==> config.mk <==
export PLATFORM = sky130hd
export DESIGN_NAME = clearable_array
export DESIGN_NICKNAME = d
export VERILOG_FILES = /design/src/rtl/array_pkg.sv /design/src/rtl/clearable_array_ctrl.sv /design/src/rtl/clearable_array.sv
export SDC_FILE = /design/constraint.sdc
export NUM_CORES = 1
export LEC_CHECK = 0
export CORE_MARGIN = 4
export CORE_UTILIZATION = 30
export DETAILED_ROUTE_END_ITERATION = 6
export PLACE_DENSITY = 0.56
export SLEW_MARGIN = 10
export SYNTH_ARGS = -nofsm -noshare
export SYNTH_HDL_FRONTEND = slang
export SYNTH_SLANG_ARGS = --single-unit
==> constraint.sdc <==
create_clock -name clk -period 11.25 [get_ports clk]
set_input_delay 1.6875 -clock clk [delete_from_list [all_inputs] [get_ports clk]]
set_output_delay 1.6875 -clock clk [all_outputs]
set_load 0.05 [all_outputs]
==> src/rtl/array_pkg.sv <==
// Shared types for the clearable register array: sweep controller state encoding.
package array_pkg;

    typedef enum logic {
        IDLE  = 1'b0,
        SWEEP = 1'b1
    } state_e;

endpackage : array_pkg

==> src/rtl/clearable_array_ctrl.sv <==
// Clear-sweep controller: walks a pointer across every entry once per clear request.
module clearable_array_ctrl
    import array_pkg::*;
#(
    parameter int INDEX_BITS = 3
) (
    input  logic                  clk,
    input  logic                  rst,
    input  logic                  clear_i,
    output logic                  busy_o,
    output logic                  sweep_en_o,
    output logic [INDEX_BITS-1:0] sweep_ptr_o
);

    localparam logic [INDEX_BITS-1:0] LAST_PTR = {INDEX_BITS{1'b1}};

    state_e                state_q, state_d;
    logic [INDEX_BITS-1:0] ptr_q, ptr_d;

    always_ff @(posedge clk or posedge rst) begin
        if (rst) begin
            state_q <= IDLE;
            ptr_q   <= '0;
        end else begin
            state_q <= state_d;
            ptr_q   <= ptr_d;
        end
    end

    // clear is deliberately not looked at in SWEEP, so a sweep never restarts or stretches.
    always_comb begin
        state_d = state_q;
        ptr_d   = ptr_q;
        unique case (state_q)
            IDLE: begin
                ptr_d = '0;
                if (clear_i) state_d = SWEEP;
            end
            SWEEP: begin
                ptr_d = ptr_q + 1'b1;
                if (ptr_q == LAST_PTR) state_d = IDLE;
            end
            default: state_d = IDLE;
        endcase
    end

    always_comb begin
        busy_o      = (state_q == SWEEP);
        sweep_en_o  = (state_q == SWEEP);
        sweep_ptr_o = ptr_q;
    end

endmodule : clearable_array_ctrl

==> src/rtl/clearable_array.sv <==
// Flip-flop register array with byte-masked writes, combinational read, valid bits,
// a valid-entry counter and a multi-cycle clear sweep.
module clearable_array
    import array_pkg::*;
#(
    parameter int WIDTH      = 32,
    parameter int INDEX_BITS = 3
) (
    input  logic                  clk,
    input  logic                  rst,
    input  logic                  write,
    input  logic [INDEX_BITS-1:0] index,
    input  logic [WIDTH/8-1:0]    wmask,
    input  logic [WIDTH-1:0]      in,
    input  logic                  clear,
    output logic [WIDTH-1:0]      out,
    output logic                  valid_out,
    output logic                  busy,
    output logic [INDEX_BITS:0]   count
);

    localparam int DEPTH  = 2 ** INDEX_BITS;
    localparam int NBYTES = WIDTH / 8;

    // Data is not covered by reset; it powers up as zero and survives rst.
    logic [WIDTH-1:0]      data_q [DEPTH] = '{default: '0};
    logic [DEPTH-1:0]      valid_q;
    logic [INDEX_BITS:0]   count_q, count_d;
    logic                  sweep_en;
    logic [INDEX_BITS-1:0] sweep_ptr;
    logic                  write_en;
    logic [WIDTH-1:0]      merged;

    clearable_array_ctrl #(
        .INDEX_BITS (INDEX_BITS)
    ) u_ctrl (
        .clk         (clk),
        .rst         (rst),
        .clear_i     (clear),
        .busy_o      (busy),
        .sweep_en_o  (sweep_en),
        .sweep_ptr_o (sweep_ptr)
    );

    assign write_en = write & ~busy;

    generate
        for (genvar gi = 0; gi < NBYTES; gi++) begin : g_merge
            assign merged[8*gi +: 8] = wmask[gi] ? in[8*gi +: 8] : data_q[index][8*gi +: 8];
        end
    endgenerate

    always_ff @(posedge clk) begin
        for (int i = 0; i < DEPTH; i++) begin
            if (write_en && (index == INDEX_BITS'(i))) begin
                data_q[i] <= merged;
            end else if (sweep_en && (sweep_ptr == INDEX_BITS'(i))) begin
                data_q[i] <= '0;
            end
        end
    end

    always_ff @(posedge clk or posedge rst) begin
        if (rst) begin
            valid_q <= '0;
        end else begin
            for (int i = 0; i < DEPTH; i++) begin
                if (write_en && (index == INDEX_BITS'(i))) begin
                    valid_q[i] <= 1'b1;
                end else if (sweep_en && (sweep_ptr == INDEX_BITS'(i))) begin
                    valid_q[i] <= 1'b0;
                end
            end
        end
    end

    // Writes and sweep steps are mutually exclusive, so at most one adjustment per edge.
    always_comb begin
        count_d = count_q;
        if (write_en && !valid_q[index]) begin
            count_d = count_q + 1'b1;
        end else if (sweep_en && valid_q[sweep_ptr]) begin
            count_d = count_q - 1'b1;
        end
    end

    always_ff @(posedge clk or posedge rst) begin
        if (rst) begin
            count_q <= '0;
        end else begin
            count_q <= count_d;
        end
    end

    assign out       = data_q[index];
    assign valid_out = valid_q[index];
    assign count     = count_q;

endmodule : clearable_array

==> results of run 1 <==
==> kinds of logic after synthesis <==
| kind of cell | share of synthesized area (%) |
|---|---|
| muxes | 16.35 |
| xor gates and xnor gates | 0.2070 |
| adders and majority gates | 0.9463 |
| and+or+nand+nor | 8.911 |
| AOI/OAI and AO/OA | 9.128 |
| DFF | 61.19 |
| buffers and inverters | 3.263 |
==> final cells by class <==
type                            instances  area share [%]
Clock buffer                           47           5.774
Tap cell                              539           4.510
Timing Repair Buffer                  101           6.418
Clock inverter                          7          0.3515
Sequential cell                       272           51.95
Inverter                                9          0.2259
Multi-Input combinational cell        605           30.77
==> cell usage in the layout (no fill, tap or decap), drive strengths merged, types with 5 or more instances in the layout <==
master and count:
nor2 232, edfxtp 224, mux2i 104, clkdlybuf4s50 79
mux2 68, clkbuf 47, o21ai 42, o22ai 33
a221oi 32, dfxtp 32, a21oi 27, buf 22
nand2 20, dfrtp 16, nand3 13, inv 10
ha 8, nor2b 8, clkinv 6, nor3 5
==> layer usage <==
layer	vias up	share of wire [%]	global-route usage, %
li1	3630	-	-
met2	157	46	22.83
met4	0	1.5	2.406
met1	3860	48	20.57
met5	-	0	0
met3	35	4.4	1.829
==> critical path, cell delays in order <==
cell and delay, ps:
sky130_fd_sc_hd__buf_6 620, sky130_fd_sc_hd__buf_4 980, sky130_fd_sc_hd__mux2_2 310, sky130_fd_sc_hd__o22ai_1 90, sky130_fd_sc_hd__a221oi_2 460, sky130_fd_sc_hd__clkdlybuf4s50_1 900
==> report_power, final <==
part	switching [mW]	total (mW)	internal [mW]
registers	0.114	1.66	1.55
clock network	0.384	0.908	0.525
logic	0.848	1.24	0.397
==> how the worst min path moves through the flow <==
stage	depth (start not counted)	slack [ps]	from	end
after detailed placement	2	460	data_q[4][23]	data_q[4][23]
after global placement	2	440	data_q[4][22]	data_q[4][22]
after floorplan	2	440	data_q[4][18]	data_q[4][18]
after CTS	2	460	data_q[4][18]	data_q[4][18]
after global routing	2	500	data_q[4][18]	data_q[4][18]
final	2	460	data_q[4][5]	data_q[4][5]
==> stage by stage <==
stage / power, mW / hold WS (ps)
after floorplan: 2.507 / 438.6
after global routing: 4.041 / 497.5
after global placement: 2.916 / 444.8
after CTS: 3.865 / 464.7
final: 3.816 / 461.3
after detailed placement: 2.948 / 456.9
==> state kept, by name, summed over array words and instances (netlist names) <==
name	flops
count	4
valid_q	8
u_ctrl.sweep_ptr_o	3
u_ctrl.busy_o	1
data_q	256
==> flow_summary.json, run 1 <==
{
  "antenna_cells": 0,
  "detail_route.vias_per_cell": 4.862,
  "post-synth-top-count-cell": "sky130_fd_sc_hd__nor2_1",
  "worstReg2RegStart": "u_ctrl.sweep_ptr_o[2]",
  "crit_path_start_kind": "primary input",
  "synthesis.area_per_instance_um2": 13.32,
  "final-instance-count-excl-fill": 1580,
  "post_route_clock_skew_ps": 21.34,
  "syn-num-nets": 1005,
  "tritoncts_num_sinks": 272,
  "critPathArrivalTime_ps": 5120,
  "rsz_0062_raised_after_global_routing": "false",
  "yosys-top-cells-area": "sky130_fd_sc_hd__edfxtp_1 53%, sky130_fd_sc_hd__nor2_1 6.8%, sky130_fd_sc_hd__mux2i_1 5.7%, sky130_fd_sc_hd__dfxtp_1 5.0%, sky130_fd_sc_hd__a221oi_2 3.8%",
  "utilization_after_layout_pct": 35.73,
  "cts_setup_buffers": 0,
  "netlist_top_cells_count": "231 x sky130_fd_sc_hd__nor2_1, 224 x sky130_fd_sc_hd__edfxtp_1, 72 x sky130_fd_sc_hd__mux2i_1",
  "numPortBuffers": 80,
  "pre_cts_slack_ps": 4471,
  "overflow": 0,
  "final_design_area_no_fill_um2": 14950,
  "track_usage_pct": 14.05,
  "worst-path-max-fanout": 71,
  "timing.hold.worst.class": "flop to flop",
  "number_of_drc_markers_after_the_initial_detailed_route_iteration": 534,
  "clock_buffer_count_from_cts": 29,
  "status": "completed",
  "finalMaxSlewViolations": 0,
  "yosys_warnings": 0,
  "reg2reg_depth": 6,
  "htree_num_levels": 1,
  "final_hold_viols": 0,
  "cts_hold_buf": 0,
  "tightest_slew_ps": 1148,
  "finalCriticalPeriod_ps": 6805,
  "post_cts_resized": 0,
  "detail_route.first_pass.iterations": 5,
  "grt_antenna_before_repair": 0,
  "clock_path_buffers": 3,
  "synthArstFlopShare_pct": 5.882,
  "coreArea_um2": 41850,
  "io_pins": 81,
  "required_ps": 9560,
  "regToRegEndpoint": "data_q[3][4]",
  "synth_largest_area_cell": "sky130_fd_sc_hd__edfxtp_1",
  "synth_top_area_share_pct": 52.99,
  "syn2layout_area_growth_pct": 17.79,
  "slew-limit-headroom_pct": 23.23,
  "power_leakage_nw": 5.312,
  "synthDistinctLibCells": 37,
  "drt.antenna.violating_nets": 0,
  "fmaxAchievable_ghz": 0.1470,
  "cts-root-buf": "sky130_fd_sc_hd__clkbuf_16",
  "drt_drc_violations_left": 0,
  "setup_ws_ps": 4445,
  "cp-end-kind": "output port",
  "die_area_um2": 45670,
  "largest_net_degree_at_the_start_of_global_routing": 72,
  "syn_area_um2": 12690,
  "area_of_the_multi_input_gates_um2": 4601,
  "power.ir.vdd_worst_v": 0.0001082,
  "die-height_um": 213.7,
  "reg2reg_slack_ps": 8090,
  "powerDensity_nw_per_um2": 255.2,
  "crit_end": "out[14]",
  "worst_setup_path_class": "primary input to output port",
  "cts.clk_slew.worst_paths_ps": 60,
  "final_nets": 1070,
  "synthCells": 953,
  "first_pass_grt_wire_length_mm": 49.45,
  "via_count_of_the_first_global_routing_pass": 7999,
  "wire_per_inst_um": 20.36,
  "setup_viol": 0,
  "min_period_over_period_pct": 60.49,
  "place.gp.congestion": 0.7372,
  "placedCellCount": 1526,
  "fp-row-count": 75,
  "vias": 7682,
  "synth_enable_flop_cells": 224,
  "place_hpwl_mm": 18.76,
  "die_width_um": 213.7,
  "clk-insertion-delay-late_ps": 560,
  "share_of_layout_cells_above_drive_strength_1_pct": 19.31,
  "final-seq-area_um2": 7767,
  "cts_tree": "done",
  "synth.ff_latch_count": 272,
  "initial_core_util_pct": 30.33,
  "ys_seq_area_share_pct": 61.19,
  "timing.critical_path.from": "index[0]",
  "setup_tns_ps": 0,
  "postSynth.topFlopCell": "sky130_fd_sc_hd__edfxtp_1",
  "fill_cells": 4071,
  "cap_viol_max_count": 0,
  "dpl_cell_area_um2": 14030,
  "routed_wl_mm": 32.16
}
(Power assumes the default switching activity.)
==> run 2: changes to the inputs <==
--- a/config.mk
+++ b/config.mk
@@ -8,7 +8,7 @@
 export CORE_MARGIN = 4
 export CORE_UTILIZATION = 30
 export DETAILED_ROUTE_END_ITERATION = 6
-export PLACE_DENSITY = 0.56
+export PLACE_DENSITY = 0.58
 export SLEW_MARGIN = 10
 export SYNTH_ARGS = -nofsm -noshare
 export SYNTH_HDL_FRONTEND = slang
==> constraint.sdc (replaced) <==
create_clock -name clk -period 5.8 [get_ports clk]
set_input_delay 0.87 -clock clk [delete_from_list [all_inputs] [get_ports clk]]
set_output_delay 0.87 -clock clk [all_outputs]
set_load 0.05 [all_outputs]
==> run 2 against run 1 <==
Global-route usage up 0.22 points. Clock power up 88%. Largest power group unchanged. Sequential cell count unchanged. Core utilization about the same. Highest routed layer unchanged. Worst hold slack worse by 2.6 ps.
==> flow_summary.json, run 2 (same netlist as run 1, synthesis figures left out) <==
{
  "timing.hold.ws_ps": 458.7,
  "post_cts_resized": 0,
  "clock_path_buffers": 3,
  "fmaxAchievable_ghz": 0.2153,
  "most_frequent_cells_in_the_layout": "226 x sky130_fd_sc_hd__nor2_1, 224 x sky130_fd_sc_hd__edfxtp_1, 79 x sky130_fd_sc_hd__clkdlybuf4s50_1",
  "setup_viol": 0,
  "tightest_slew_ps": 1155,
  "finalCriticalPeriod_ps": 4646,
  "largest_register_ff_count": 256,
  "powerDensity_nw_per_um2": 492.4,
  "post_route_clock_skew_ps": 12.91,
  "share_of_layout_cells_above_drive_strength_1_pct": 19.75,
  "utilization_after_layout_pct": 35.74,
  "power.ir.vdd_worst_v": 0.0002588,
  "tritoncts_num_sinks": 272,
  "fp-row-count": 75,
  "hold_start": "data_q[4][3]",
  "layout.cells.most_common": "sky130_fd_sc_hd__nor2_1",
  "overflow": 0,
  "finalMaxSlewViolations": 0,
  "cts_setup_buffers": 0,
  "numPortBuffers": 80,
  "clk-insertion-delay-late_ps": 540,
  "rsz_0062_raised_after_global_routing": "false",
  "crit_path_start_kind": "primary input",
  "final_nets": 1075,
  "critPathArrivalTime_ps": 3780,
  "worstReg2RegStart": "u_ctrl.sweep_ptr_o[2]",
  "coreArea_um2": 41850,
  "reg2reg_slack_ps": 2670,
  "syn2layout_area_growth_pct": 17.84,
  "die-height_um": 213.7,
  "cts.clk_slew.worst_paths_ps": 60,
  "grt_antenna_before_repair": 0,
  "slew-limit-headroom_pct": 22.79,
  "worst-path-max-fanout": 11,
  "io_pins": 81,
  "antenna_cells": 0,
  "timing.critical_path.cells": "clkdlybuf4s50_1 -> nand2b_1 -> o22ai_1 -> a221oi_2 -> clkdlybuf4s50_1",
  "drt_drc_violations_left": 0,
  "timing.hold.worst.class": "flop to flop",
  "power_leakage_nw": 5.318,
  "worst_setup_path_class": "primary input to output port",
  "detail_route.vias_per_cell": 4.934,
  "max_stage_delay_ps": 890,
  "pre_cts_slack_ps": 1125,
  "clock_buffer_count_from_cts": 29,
  "place_hpwl_mm": 18.63,
  "htree_num_levels": 1,
  "dpl_cell_area_um2": 14080,
  "wire_per_inst_um": 20.58,
  "track_usage_pct": 14.27,
  "detail_route.first_pass.iterations": 4,
  "first_pass_grt_wire_length_mm": 50.03,
  "vias": 7806,
  "final-instance-count-excl-fill": 1582,
  "timing.critical_path.from": "index[2]",
  "critical-path-top-delay-family": "buffers and inverters",
  "routed_wl_mm": 32.57,
  "cpMaxStageDelayCell": "sky130_fd_sc_hd__clkdlybuf4s50_1",
  "required_ps": 4930,
  "die_width_um": 213.7,
  "setup_tns_ps": 0,
  "number_of_drc_markers_after_the_initial_detailed_route_iteration": 534,
  "power_mw": 7.365,
  "cap_viol_max_count": 0,
  "die_area_um2": 45670,
  "via_count_of_the_first_global_routing_pass": 8039,
  "final_hold_viols": 0,
  "setup_ws_ps": 1154,
  "status": "completed",
  "cp-end-kind": "output port",
  "cts-root-buf": "sky130_fd_sc_hd__clkbuf_16",
  "initial_core_util_pct": 30.33,
  "largest_net_degree_at_the_start_of_global_routing": 53,
  "cts_tree": "done",
  "critPathBufInv": 2,
  "cts_hold_buf": 0,
  "critical_path.most_common_cell": "sky130_fd_sc_hd__clkdlybuf4s50_1",
  "placedCellCount": 1531,
  "min_period_over_period_pct": 80.10,
  "place.gp.congestion": 0.7386,
  "largest_register": "data_q",
  "drt.antenna.violating_nets": 0,
  "final_design_area_no_fill_um2": 14960
}
## run 2: worst register-to-register path, cell delays in order, from the launching register on
cell and delay [ps]:
sky130_fd_sc_hd__dfrtp_1 650, sky130_fd_sc_hd__inv_1 290, sky130_fd_sc_hd__ha_1 180, sky130_fd_sc_hd__and2_1 110, sky130_fd_sc_hd__buf_4 460, sky130_fd_sc_hd__nand2b_2 670
sky130_fd_sc_hd__buf_4 430
## run 2: final timing paths
check | endpoint | cells past startpoint
min in group asynchronous | u_ctrl.busy_o | 2
hold reg to reg | data_q[4][3] | 2
setup reg to reg | data_q[3][20] | 6
hold / removal | data_q[4][3] | 2
setup / recovery | out[21] | 5
max in group asynchronous | valid_q[3] | 2
## run 2: layout make-up
type / instances / area, um^2
clock inverters: 12 / 63.81
fillers: 4054 / 26890
flip-flops and latches: 272 / 7767
clock buffers: 39 / 813.3
inverters: 9 / 33.78
well taps: 539 / 674.4
repair buffers: 106 / 1010
multi-input cells: 605 / 4596
## run 2: layer usage
layer / vias to the layer above / global-route usage [%] / routed length, um
li1: 3643 / - / -
met1: 3942 / 19.67 / 14680
met2: 180 / 24.34 / 15710
met3: 41 / 2.151 / 1684
met4: 0 / 2.582 / 486
met5: - / 0 / 0
## run 2: where the power goes
| group | total, mW | switching (mW) | internal (mW) |
|---|---|---|---|
| Clock | 1.71 | 0.738 | 0.974 |
| Combinational | 2.43 | 1.66 | 0.772 |
| Sequential | 3.22 | 0.220 | 3.00 |
==> run 3: changes to the inputs <==
--- a/config.mk
+++ b/config.mk
@@ -8,7 +8,7 @@
 export CORE_MARGIN = 4
 export CORE_UTILIZATION = 30
 export DETAILED_ROUTE_END_ITERATION = 6
-export PLACE_DENSITY = 0.58
+export PLACE_DENSITY = 0.56
 export SLEW_MARGIN = 10
 export SYNTH_ARGS = -nofsm -noshare
 export SYNTH_HDL_FRONTEND = slang
==> constraint.sdc (replaced) <==
create_clock -name clk -period 4.3 [get_ports clk]
set_input_delay 0.645 -clock clk [delete_from_list [all_inputs] [get_ports clk]]
set_output_delay 0.645 -clock clk [all_outputs]
set_load 0.05 [all_outputs]
==> run 3 against run 2 <==
Largest cell class unchanged. Register-to-register slack got worse by 1200 ps. Critical path depth did not move. Via count fell by 0.74%. Non-clock buffer count rose by 3. Core utilization rose by 1.0 points. Count of clock-buffer cells in the layout rose by 3. Worst hold slack improved by 10 ps. Total power rose by 40%.
==> flow_summary.json, run 3 (same netlist as run 1, synthesis figures left out) <==
{
  "status": "completed",
  "critical-path-top-delay-family": "buffers and inverters",
  "share_of_layout_cells_above_drive_strength_1_pct": 23.26,
  "final_hold_viols": 0,
  "setup_tns_ps": 0,
  "worst_setup_path_class": "primary input to output port",
  "htree_num_levels": 1,
  "reg2reg_depth": 6,
  "required_ps": 3650,
  "fp-row-count": 75,
  "regToRegEndpoint": "data_q[3][11]",
  "via_count_of_the_first_global_routing_pass": 7987,
  "worstReg2RegStart": "u_ctrl.sweep_ptr_o[2]",
  "cp-end-kind": "output port",
  "antenna_cells": 0,
  "place_hpwl_mm": 19.25,
  "rsz_0062_raised_after_global_routing": "false",
  "die_area_um2": 45670,
  "layout.cells.most_common": "sky130_fd_sc_hd__nor2_1",
  "final_nets": 1078,
  "comb_power_share_pct": 34.0,
  "powerDensity_nw_per_um2": 669.2,
  "cpMaxStageDelayCell": "sky130_fd_sc_hd__clkdlybuf4s50_1",
  "cap_viol_max_count": 0,
  "area_of_the_multi_input_gates_um2": 4596,
  "critPathArrivalTime_ps": 2810,
  "critPathBufInv": 3,
  "crit_path_start_kind": "primary input",
  "grt_antenna_before_repair": 0,
  "first_pass_grt_wire_length_mm": 49.80,
  "post_route_clock_skew_ps": 10.86,
  "numPortBuffers": 80,
  "reg2reg_slack_ps": 1450,
  "detail_route.first_pass.iterations": 4,
  "power_switching_share_pct": 34.81,
  "fill_cells": 4027,
  "initial_core_util_pct": 30.33,
  "wire_per_inst_um": 20.61,
  "cts_tree": "done",
  "p_sw_mw": 3.587,
  "placedCellCount": 1534,
  "finalCriticalPeriod_ps": 3453,
  "routed_wl_mm": 32.73,
  "tritoncts_num_sinks": 272,
  "slew-limit-headroom_pct": 31.28,
  "io_pins": 81,
  "die-height_um": 213.7,
  "number_of_drc_markers_after_the_initial_detailed_route_iteration": 560,
  "clk-insertion-delay-late_ps": 550,
  "largest_net_degree_at_the_start_of_global_routing": 53,
  "vias": 7748,
  "syn2layout_area_growth_pct": 21.30,
  "cts.clk_slew.worst_paths_ps": 60,
  "drt.antenna.violating_nets": 0,
  "clock_path_buffers": 3,
  "detail_route.vias_per_cell": 4.879,
  "drt_drc_violations_left": 0,
  "power.ir.vdd_worst_v": 0.0003058,
  "power_leakage_nw": 5.555,
  "overflow": 0,
  "cell_internal_power_dissipation_mw": 6.716,
  "finalMaxSlewViolations": 0,
  "power.share.sequential_pct": 42.2,
  "place.gp.congestion": 0.7421,
  "clock_power_share_pct": 23.9,
  "largest_register": "data_q",
  "clock_buffer_count_from_cts": 29,
  "cts_hold_buf": 0,
  "timing.critical_path.from": "index[1]",
  "timing.critical_path.cells": "clkdlybuf4s50_1 -> nor2b_4 -> buf_4 -> a221oi_2 -> buf_12",
  "max_stage_delay_ps": 820,
  "tightest_slew_ps": 1028,
  "largest_register_ff_count": 256,
  "track_usage_pct": 14.20,
  "most_frequent_cells_in_the_layout": "226 x sky130_fd_sc_hd__nor2_1, 224 x sky130_fd_sc_hd__edfxtp_1, 72 x sky130_fd_sc_hd__mux2i_1",
  "final-seq-area_um2": 7767,
  "timing.hold.worst.class": "flop to flop",
  "worst-path-max-fanout": 14,
  "final-instance-count-excl-fill": 1588,
  "crit_end": "out[25]",
  "crit_cells": 5,
  "setup_viol": 0,
  "post_cts_resized": 0,
  "cts-root-buf": "sky130_fd_sc_hd__clkbuf_16",
  "fmaxAchievable_ghz": 0.2896,
  "die_width_um": 213.7,
  "cts_setup_buffers": 0,
  "min_period_over_period_pct": 80.30,
  "coreArea_um2": 41850
}
==> run 3: changes by cell type in the layout (fill, tap and decap cells not counted), moves of 2 or more <==
| cell | before | now |
|---|---|---|
| sky130_fd_sc_hd__buf_12 | 1 | 36 |
| sky130_fd_sc_hd__clkdlybuf4s50_1 | 79 | 46 |
| sky130_fd_sc_hd__clkbuf_1 | 5 | 8 |
| sky130_fd_sc_hd__bufinv_16 | 0 | 2 |
| sky130_fd_sc_hd__clkinv_1 | 4 | 2 |
==> run 3: worst min-delay path by stage <==
stage / from / endpoint / slack [ps] / cells past startpoint
3_3_place_gp: data_q[4][18] / data_q[4][18] / 450 / 2
5_1_grt: data_q[4][3] / data_q[4][3] / 490 / 2
2_1_floorplan: data_q[4][18] / data_q[4][18] / 440 / 2
4_1_cts: data_q[4][8] / data_q[4][8] / 470 / 2
6_report: data_q[4][8] / data_q[4][8] / 470 / 2
3_5_place_dp: data_q[4][8] / data_q[4][8] / 460 / 2
==> run 3: area by class of cell <==
class | count | share of cell area, %
Sequential cell | 272 | 50.45
Multi-Input combinational cell | 605 | 29.85
Timing Repair Buffer | 109 | 9.012
Clock buffer | 42 | 5.355
Tap cell | 539 | 4.380
Clock inverter | 12 | 0.7395
Inverter | 9 | 0.2194
==> run 3: worst reg2reg max path: cells and delay by family (launching register included) <==
kind | cells | cell delay (ps)
fa+ha+maj | 1 | 270
buf+inv | 3 | 850
flops | 1 | 810
simple gates | 2 | 660
==> run 3: through the flow <==
| stage | utilization, % | power, mW | instance area (um^2) | worst slack [ps] | hold slack, ps |
|---|---|---|---|---|---|
| floorplan | - | 6.559 | 12690 | 378.0 | 438.6 |
| global placement | 34.55 | 7.859 | 14460 | 801.5 | 446.1 |
| detailed placement | 34.55 | 7.948 | 14460 | 822.9 | 460.9 |
| CTS | 36.79 | 10.42 | 15400 | 868.1 | 469.3 |
| global route | 36.79 | 10.86 | 15400 | 769.6 | 490.1 |
| finish | 36.79 | 10.30 | 15400 | 847.1 | 468.7 |
==> run 3: routing by layer <==
layer  vias to the layer above  GRT usage (%)  share of wire [%]
li1                       3639              -                  -
met1                      3919          19.52                 46
met2                       148          24.35                 49
met3                        42          2.004                3.7
met4                         0          2.560                1.8
met5                         -         0.2090                  0
==> run 3: power by group through the flow <==
stage               combinational, mW  clock (mW)  sequential, mW
floorplan                        2.14           0            4.42
global placement                 3.49           0            4.37
detailed placement               3.55           0            4.40
CTS                              3.57        2.50            4.35
global route                     3.81        2.62            4.43
finish                           3.50        2.46            4.34
